File: src/rtl/nibble_serial_sub.sv
//-----------------------------------------------------------------------------
// nibble_serial_sub
//
// Purpose:
//   16-bit subtractor that computes d = (a - b) mod 2^16 one 4-bit nibble per
//   clock. The subtraction is performed as a + ~b + 1. The "+1" is the initial
//   carry. Each nibble's carry-out comes from a 4-bit generate/propagate
//   lookahead network and is registered for the next nibble.
//
// Handshake (valid/ready, both directions):
//   A transfer happens on a rising edge where valid and ready are both 1.
//   The producer holds its payload stable while valid=1 and ready=0. The block
//   raises in_ready only in IDLE, and raises out_valid only in DONE. So an
//   accepted operation can never overlap with the next one.
//
// Timing:
//   The operand-accepting edge moves the FSM to CALC. Four CALC edges then
//   produce nibbles 0..3. out_valid rises on the 4th edge after acceptance.
//   After the result is transferred, in_ready returns on the following cycle.
//
// Ports:
//   clk        in   rising-edge clock
//   rst        in   asynchronous active-high reset
//   in_valid   in   operands a/b presented
//   in_ready   out  block can accept operands (IDLE only)
//   a          in   [15:0] minuend
//   b          in   [15:0] subtrahend
//   out_valid  out  result d valid (DONE only)
//   out_ready  in   consumer accepts result
//   d          out  [15:0] registered difference
//   borrow     out  a < b unsigned        (only with SUB_FLAGS_EN)
//   zero       out  d == 0                (only with SUB_FLAGS_EN)
//   ovf        out  signed overflow       (only with SUB_FLAGS_EN)
//
// Configuration:
//   Define SUB_FLAGS_EN to add the borrow/zero/ovf ports and their logic.
//   Without it, the block produces only d, with identical timing.
//-----------------------------------------------------------------------------
`timescale 1ns/1ps
module nibble_serial_sub (
    input  logic        clk,
    input  logic        rst,
    input  logic        in_valid,
    output logic        in_ready,
    input  logic [15:0] a,
    input  logic [15:0] b,
    output logic        out_valid,
    input  logic        out_ready,
    output logic [15:0] d
`ifdef SUB_FLAGS_EN
    ,
    output logic        borrow,
    output logic        zero,
    output logic        ovf
`endif
);

    typedef enum logic [1:0] {
        IDLE = 2'd0,
        CALC = 2'd1,
        DONE = 2'd2
    } state_t;

    state_t      state;
    logic [15:0] a_q;      // captured minuend
    logic [15:0] b_q;      // captured subtrahend
    logic [1:0]  k;        // nibble index being computed in CALC
    logic        c;        // carry into nibble k

    //-------------------------------------------------------------------------
    // Nibble datapath: a_n + ~b_n + c with lookahead carries
    //-------------------------------------------------------------------------
    logic [3:0] nib_a;
    logic [3:0] nib_nb;
    logic [3:0] gen;
    logic [3:0] prop;
    logic [4:0] cy;
    logic [3:0] nib_sum;

    always_comb begin
        nib_a  = a_q[{k, 2'b00} +: 4];
        nib_nb = ~b_q[{k, 2'b00} +: 4];
        gen    = nib_a & nib_nb;
        prop   = nib_a | nib_nb;

        // Each carry is a flat sum of products of g/p terms and the incoming
        // carry. No carry is built from the previous stage's carry.
        cy[0] = c;
        cy[1] = gen[0]
              | (prop[0] & c);
        cy[2] = gen[1]
              | (prop[1] & gen[0])
              | (prop[1] & prop[0] & c);
        cy[3] = gen[2]
              | (prop[2] & gen[1])
              | (prop[2] & prop[1] & gen[0])
              | (prop[2] & prop[1] & prop[0] & c);
        cy[4] = gen[3]
              | (prop[3] & gen[2])
              | (prop[3] & prop[2] & gen[1])
              | (prop[3] & prop[2] & prop[1] & gen[0])
              | (prop[3] & prop[2] & prop[1] & prop[0] & c);

        nib_sum = nib_a ^ nib_nb ^ cy[3:0];
    end

    //-------------------------------------------------------------------------
    // Control FSM with registered handshake outputs
    //-------------------------------------------------------------------------
    always_ff @(posedge clk or posedge rst) begin
        if (rst) begin
            state     <= IDLE;
            a_q       <= 16'h0000;
            b_q       <= 16'h0000;
            k         <= 2'd0;
            c         <= 1'b0;
            d         <= 16'h0000;
            in_ready  <= 1'b1;
            out_valid <= 1'b0;
        end else begin
            case (state)
                IDLE: begin
                    if (in_valid) begin
                        a_q      <= a;
                        b_q      <= b;
                        k        <= 2'd0;
                        c        <= 1'b1;       // the "+1" of two's complement
                        in_ready <= 1'b0;
                        state    <= CALC;
                    end
                end

                CALC: begin
                    d[{k, 2'b00} +: 4] <= nib_sum;
                    c                  <= cy[4];
                    k                  <= k + 2'd1;
                    if (k == 2'd3) begin
                        out_valid <= 1'b1;
                        state     <= DONE;
                    end
                end

                DONE: begin
                    // Leaving DONE re-opens the input side. in_ready is
                    // registered, so it is first seen 1 in the next cycle.
                    if (out_ready) begin
                        out_valid <= 1'b0;
                        in_ready  <= 1'b1;
                        state     <= IDLE;
                    end
                end

                default: begin
                    out_valid <= 1'b0;
                    in_ready  <= 1'b1;
                    state     <= IDLE;
                end
            endcase
        end
    end

`ifdef SUB_FLAGS_EN
    //-------------------------------------------------------------------------
    // Result flags, registered on the same edge that writes the last nibble
    //-------------------------------------------------------------------------
    logic [15:0] d_final;

    always_comb begin
        d_final = {nib_sum, d[11:0]};
    end

    always_ff @(posedge clk or posedge rst) begin
        if (rst) begin
            borrow <= 1'b0;
            zero   <= 1'b0;
            ovf    <= 1'b0;
        end else if (state == CALC && k == 2'd3) begin
            // A missing final carry means a + ~b + 1 never reached 2^16,
            // that is a < b unsigned.
            borrow <= ~cy[4];
            zero   <= (d_final == 16'h0000);
            ovf    <= (a_q[15] != b_q[15]) && (d_final[15] != a_q[15]);
        end
    end
`endif

endmodule

File: config.mk
export PLATFORM = sky130hd
export DESIGN_NAME = nibble_serial_sub
export DESIGN_NICKNAME = d
export VERILOG_FILES = /design/src/rtl/nibble_serial_sub.sv
export SDC_FILE = /design/constraint.sdc
export NUM_CORES = 1
export LEC_CHECK = 0
export CAP_MARGIN = 20
export CORE_MARGIN = 2
export CORE_UTILIZATION = 46
export CTS_CLUSTER_SIZE = 30
export DETAILED_ROUTE_END_ITERATION = 8
export GPL_TIMING_DRIVEN = 0
export HOLD_SLACK_MARGIN = 0.12
export PLACE_DENSITY_LB_ADDON = 0.25
export SYNTH_ARGS = -nofsm -noshare
export SYNTH_HDL_FRONTEND = slang
export SYNTH_SLANG_ARGS = --single-unit
File: constraint.sdc
create_clock -name clk -period 2.5 [get_ports clk]
set_input_delay 0.75 -clock clk [delete_from_list [all_inputs] [get_ports clk]]
set_output_delay 0.75 -clock clk [all_outputs]
set_load 0.05 [all_outputs]
* Word-level counts from Yosys, hierarchy flattened
Index checks and enable logic that the tools add are counted.
Word-level totals: word-level logic and storage cells 75, bits in registers 55
Cells by class: muxes and demuxes 15, bitwise operators 33, $add $sub $neg 2, equal/unequal tests 6, shift operators 4, reduce and logical (&&, ||, !) cells 7
Operators by type and width (count):
- variable part select 16 x 5 -> 4 bit | 2
- bitwise AND 1 bit | 16
- bitwise mux 16 bit | 1
- variable shift 4 x 6 -> 16 bit, first input constant | 1
- variable part select 4 x 6 -> 16 bit | 1
- OR 1 bit | 10
- AND reduction 3 bit | 3
- two-way mux 2 bit | 4
- bitwise XOR 4 bit | 2
- != test 2 bit, second input constant | 3
- negator 4 -> 6 bit | 1
- case mux 1 bit (3 select lines) | 2
- case mux 2 bit (3 select lines) | 1
- two-way mux 1 bit | 5
- bitwise AND 4 bit | 1
- equality test 2 bit, second input constant | 2
- inverter 4 bit | 1
- OR 4 bit | 1
- case mux 2 bit (2 select lines) | 1
- AND reduction 2 bit | 2
- adder 2 x 1 -> 2 bit, second input constant | 1
- equality test 2 x 1 -> 1 bit, second input constant | 1
- logical NOT 2 bit | 1
- inverter 1 bit | 2
- 2 further kinds | 2

* Logic depth before layout (Yosys ltp)
depth after elaboration 10, depth in mapped cells 8

* Worst setup path after synthesis
OpenSTA, ideal clock, no wires.
path kind register to register, from register k[0], to register c, path slack 0.127 ns, data arrival time 2.249 ns, cell stages (with the launch flop) 9, clock period less this slack 2.373 ns, cells stage by stage dfrtp_1 -> buf_2 -> mux4_2 -> inv_1 -> ha_1 -> nor2b_1 -> o21a_1 -> o31a_1 -> o31a_1
On the way: cells in the longest elaborated chain, start to end 9, elaborated cells between the ends (all ways) 17
RTL lines:
- start: declaration | line 67 | logic [1:0] k;
- start signal: assignment | line 136 | k <= k + 2'd1;
- variable part select 16 x 5 -> 4 bit | line 82 | nib_nb = ~b_q[{k, 2'b00} +: 4];
- inverter 4 bit | line 82
- OR 4 bit / bitwise AND 4 bit (equally long branches) | line 84, 83
- bitwise AND 1 bit (on tied branches)
- OR 1 bit (tied with other cells) | line 99 | | (prop[3] & gen[2])
- OR 1 bit (tied with other cells) | line 100 | | (prop[3] & prop[2] & gen[1])
- OR 1 bit / bitwise AND 1 bit (equally long branches) | line 101, 102
- OR 1 bit (*) | line 102 | | (prop[3] & prop[2] & prop[1] & prop[0] & c);
- case mux 1 bit (2 select lines) (*) | line 121 | case (state)
- end signal: assignment | line 135 | c <= cy[4];
- end: declaration | line 68 | logic c;
Every way passes the cells marked *; elsewhere a longest branch is shown, timed or not. A chain may end at the register's enable or synchronous reset.

* Final worst setup path
from register in_ready, to output in_ready
RTL lines:
- start: declaration | line 44 | output logic in_ready,
- start signal: assignment | line 118 | in_ready <= 1'b1;
- start signal: assignment | line 128 | in_ready <= 1'b0;
- start signal: assignment | line 148 | in_ready <= 1'b1;
No word-level cell between the ends.

==> metrics.txt <==
status complete, no violations; top cell family by delay on the critical path buffers and inverters; Worst-Margin Slew 542 ps; Die Y 80.3 µm; commonest cells in the netlist 119 x nand2_1, 54 x dfrtp_1, 15 x ha_1, 14 x o21ai_0, 13 x inv_1; GRT Overall Usage 18.4%; RSZ-0062 raised after global routing false; Tcrit/Tclk final 96.2%; Reg2Reg Capture Point c$_DFFE_PP0P_; Peak Freq 416 MHz; CTS Hold Buffers Added 0; count of cell types in the netlist 33; Port Buffer Count 53; Top FF cell, synth dfrtp_1; RR Startpoint k[0]$_DFFE_PP0P_; Critical Path Start Type flip-flop; worst skew pair latency 310 ps; routed wire length per instance 13.3 µm; die width 80.3 µm; DR WL met2 2770 µm; Longest Clk Path Bufs 2; WHS Path Cells 2; Setup CP Type reg -> out; root buf cell clkbuf_8; share of cells above drive strength 1 10.9%; Stages on worst setup path 1; Via-to-Cell Ratio 5.07; hpwl dp 4130 µm; grt ovf 0; vias post-DR 2094; Max Cap Viol 0; largest net degree at the start of global routing 32; hold endpoint a_q[3]$_DFFE_PP0P_; antenna diode count 0; Sequential Area 1380 µm²; Final ANT Viol Nets 0; skew final 8.11 ps; row cnt 27; worst-path fanout max 3; post-route minimum period 2400 ps; Routed WL 5500 µm; worst reg2reg path depth 8; area of the multi-input gates 1190 µm²; final hold violations 0; slowest stage cell, crit path clkdlybuf4s50_1; hold_sp a_q[3]$_DFFE_PP0P_; CP bufs+invs 1; fin util 61.7%; Mapped Area 2680 µm²; CP Cell Sequence clkdlybuf4s50_1; Max stage delay on crit path 800 ps; Yosys top cell by area dfrtp_1; Routed met3 length 184 µm; P_leak 1.65 nW; CTS tree built; #FFs+latches synth 55; area grow syn2layout 28.3%; nets@finish 392; total number of H-tree levels 2; Avg Synthesized Cell Area 9.68 µm²; CP arrival 1650 ps; worst slack, placed -323 ps; first-pass GRT wire length 9020 µm; R2R Setup Slk 170 ps; Seq/Total Area, Yosys 51.4%; Worst setup EP type output port; clock-pin slew on the worst setup and hold paths 90 ps; DRT iter0 DRCs 109; antenna violations before repair 0; DRT Pass-1 Iters 4; Synthesized Nets 329; die area 6450 µm²; PwrDens 1390 nW/µm²; fillers 513; final RePlAce weighted congestion 0.796; vias in the first global route 1963; I/O pin total 54; hold slack 482 ps; asr flop ratio synth 100%; Residual DRC 0; most common cell in the netlist nand2_1; top cell type's share of synthesized area 50.4%; CP Data Required Time 1750 ps; worst vdd ir 0.655 mV; TritonCTS buffer count 5; top routing layer in use met4; # clock sinks 55; Initial Util 48.1%; Worst Hold Class reg -> reg; relative slew slack 63.8%; Area contributors post-synth dfrtp_1 50%, nand2_1 17%, ha_1 7.0%; core area 5570 µm²; Final WS setup 96.0 ps; sum of routed wire segments on met1 2480 µm; Setup Viol. Count Final 0; synthesized netlist cell count 277; Ys Warns 0; Post-synth EDFFs 0; setup TNS 0 ps; Max Slew Vio Count 0
-- power by group --
| part | internal (mW) | switching (mW) |
|---|---|---|
| Combinational | 1.17 | 1.65 |
| Clock | 0.193 | 0.282 |
| Sequential | 1.27 | 0.222 |
-- stage by stage --
| step | cells | cell area, µm² | power (mW) |
|---|---|---|---|
| after floorplan | 277 | 2680 | 3.41 |
| after global placement | 402 | 3300 | 4.10 |
| after detailed placement | 403 | 3320 | 4.21 |
| after CTS | 412 | 3420 | 4.80 |
| after global routing | 413 | 3440 | 5.20 |
| final | 413 | 3440 | 4.79 |
-- cell families (layout without fill, tap and decap cells) --
group                      count (synthesis)  count (layout)  share of synthesized area [%]
AOI/OAI and AO/OA                         32              32                           7.56
adders and majority gates                 16              16                           7.75
DFF                                       55              55                           51.4
muxes                                      8               8                           6.72
xor gates and xnor gates                   1               1                          0.327
buffers and inverters                     24              88                           4.53
and+or+nand+nor                          141             141                           21.7
-- metal layers --
layer  track usage (%)  vias up
met3              2.36        7
met2              31.8       44
met1              23.7     1020
li1                  -     1023
met4              6.27        0
met5                 0        -
-- tightest hold or removal path, cell delays in order (launching register included) --
cell and delay (ps):
dfrtp_1 350, nand2_1 50, nand2_1 60
-- area by class of cell --
| class | count | area share (%) |
|---|---|---|
| tap | 72 | 2.62 |
| sequential | 55 | 40.1 |
| multi-input combinational | 198 | 34.5 |
| inverter | 14 | 1.53 |
| clock inverter | 3 | 0.437 |
| buffer | 10 | 2.36 |
| clock buffer | 5 | 2.00 |
| timing repair buffer | 56 | 16.4 |
-- placed cells by master (no fill, tap or decap), types with 3 or more instances in the layout --
cell,instances
clkdlybuf4s50_1,53
clkbuf_8,5
inv_1,12
mux4_2,8
nand3_1,3
clkinv_2,3
buf_2,5
o21ai_1,3
nor2_1,5
ha_1,14
buf_6,5
o21ai_0,14
nor2b_1,4
dfrtp_1,53
nand2_1,119
-- worst max-delay path by stage --
stage | start | endpoint | slack (ps)
after floorplan | k[0]$_DFFE_PP0P_ | c$_DFFE_PP0P_ | 130
after global placement | rst | a_q[11]$_DFFE_PP0P_ | -590
after detailed placement | k[0]$_DFFE_PP0P_ | d[7]$_DFFE_PP0P_ | -320
after CTS | k[0]$_DFFE_PP0P_ | d[7]$_DFFE_PP0P_ | 30
after global routing | k[1]$_DFFE_PP0P_ | d[7]$_DFFE_PP0P_ | 10
final | in_ready$_DFFE_PP1P_ | in_ready | 100
-- sequential cells by signal, summed over array words and instances, names as in the netlist --
| register | cells |
|---|---|
| k | 2 |
| out_valid | 1 |
| a_q | 16 |
| in_ready | 1 |
| c | 1 |
| b_q | 16 |
| d | 16 |
| state | 2 |
-- repair_timing --
action / 4_1_cts / 5_1_grt
pin swaps: 1 / 0
buffers inserted: 1 / 1
hold endpoints to repair: 0 / 0
resized for setup: 4 / 4
setup endpoints to repair: 9 / 12
Power figures use the tool's default switching activity.
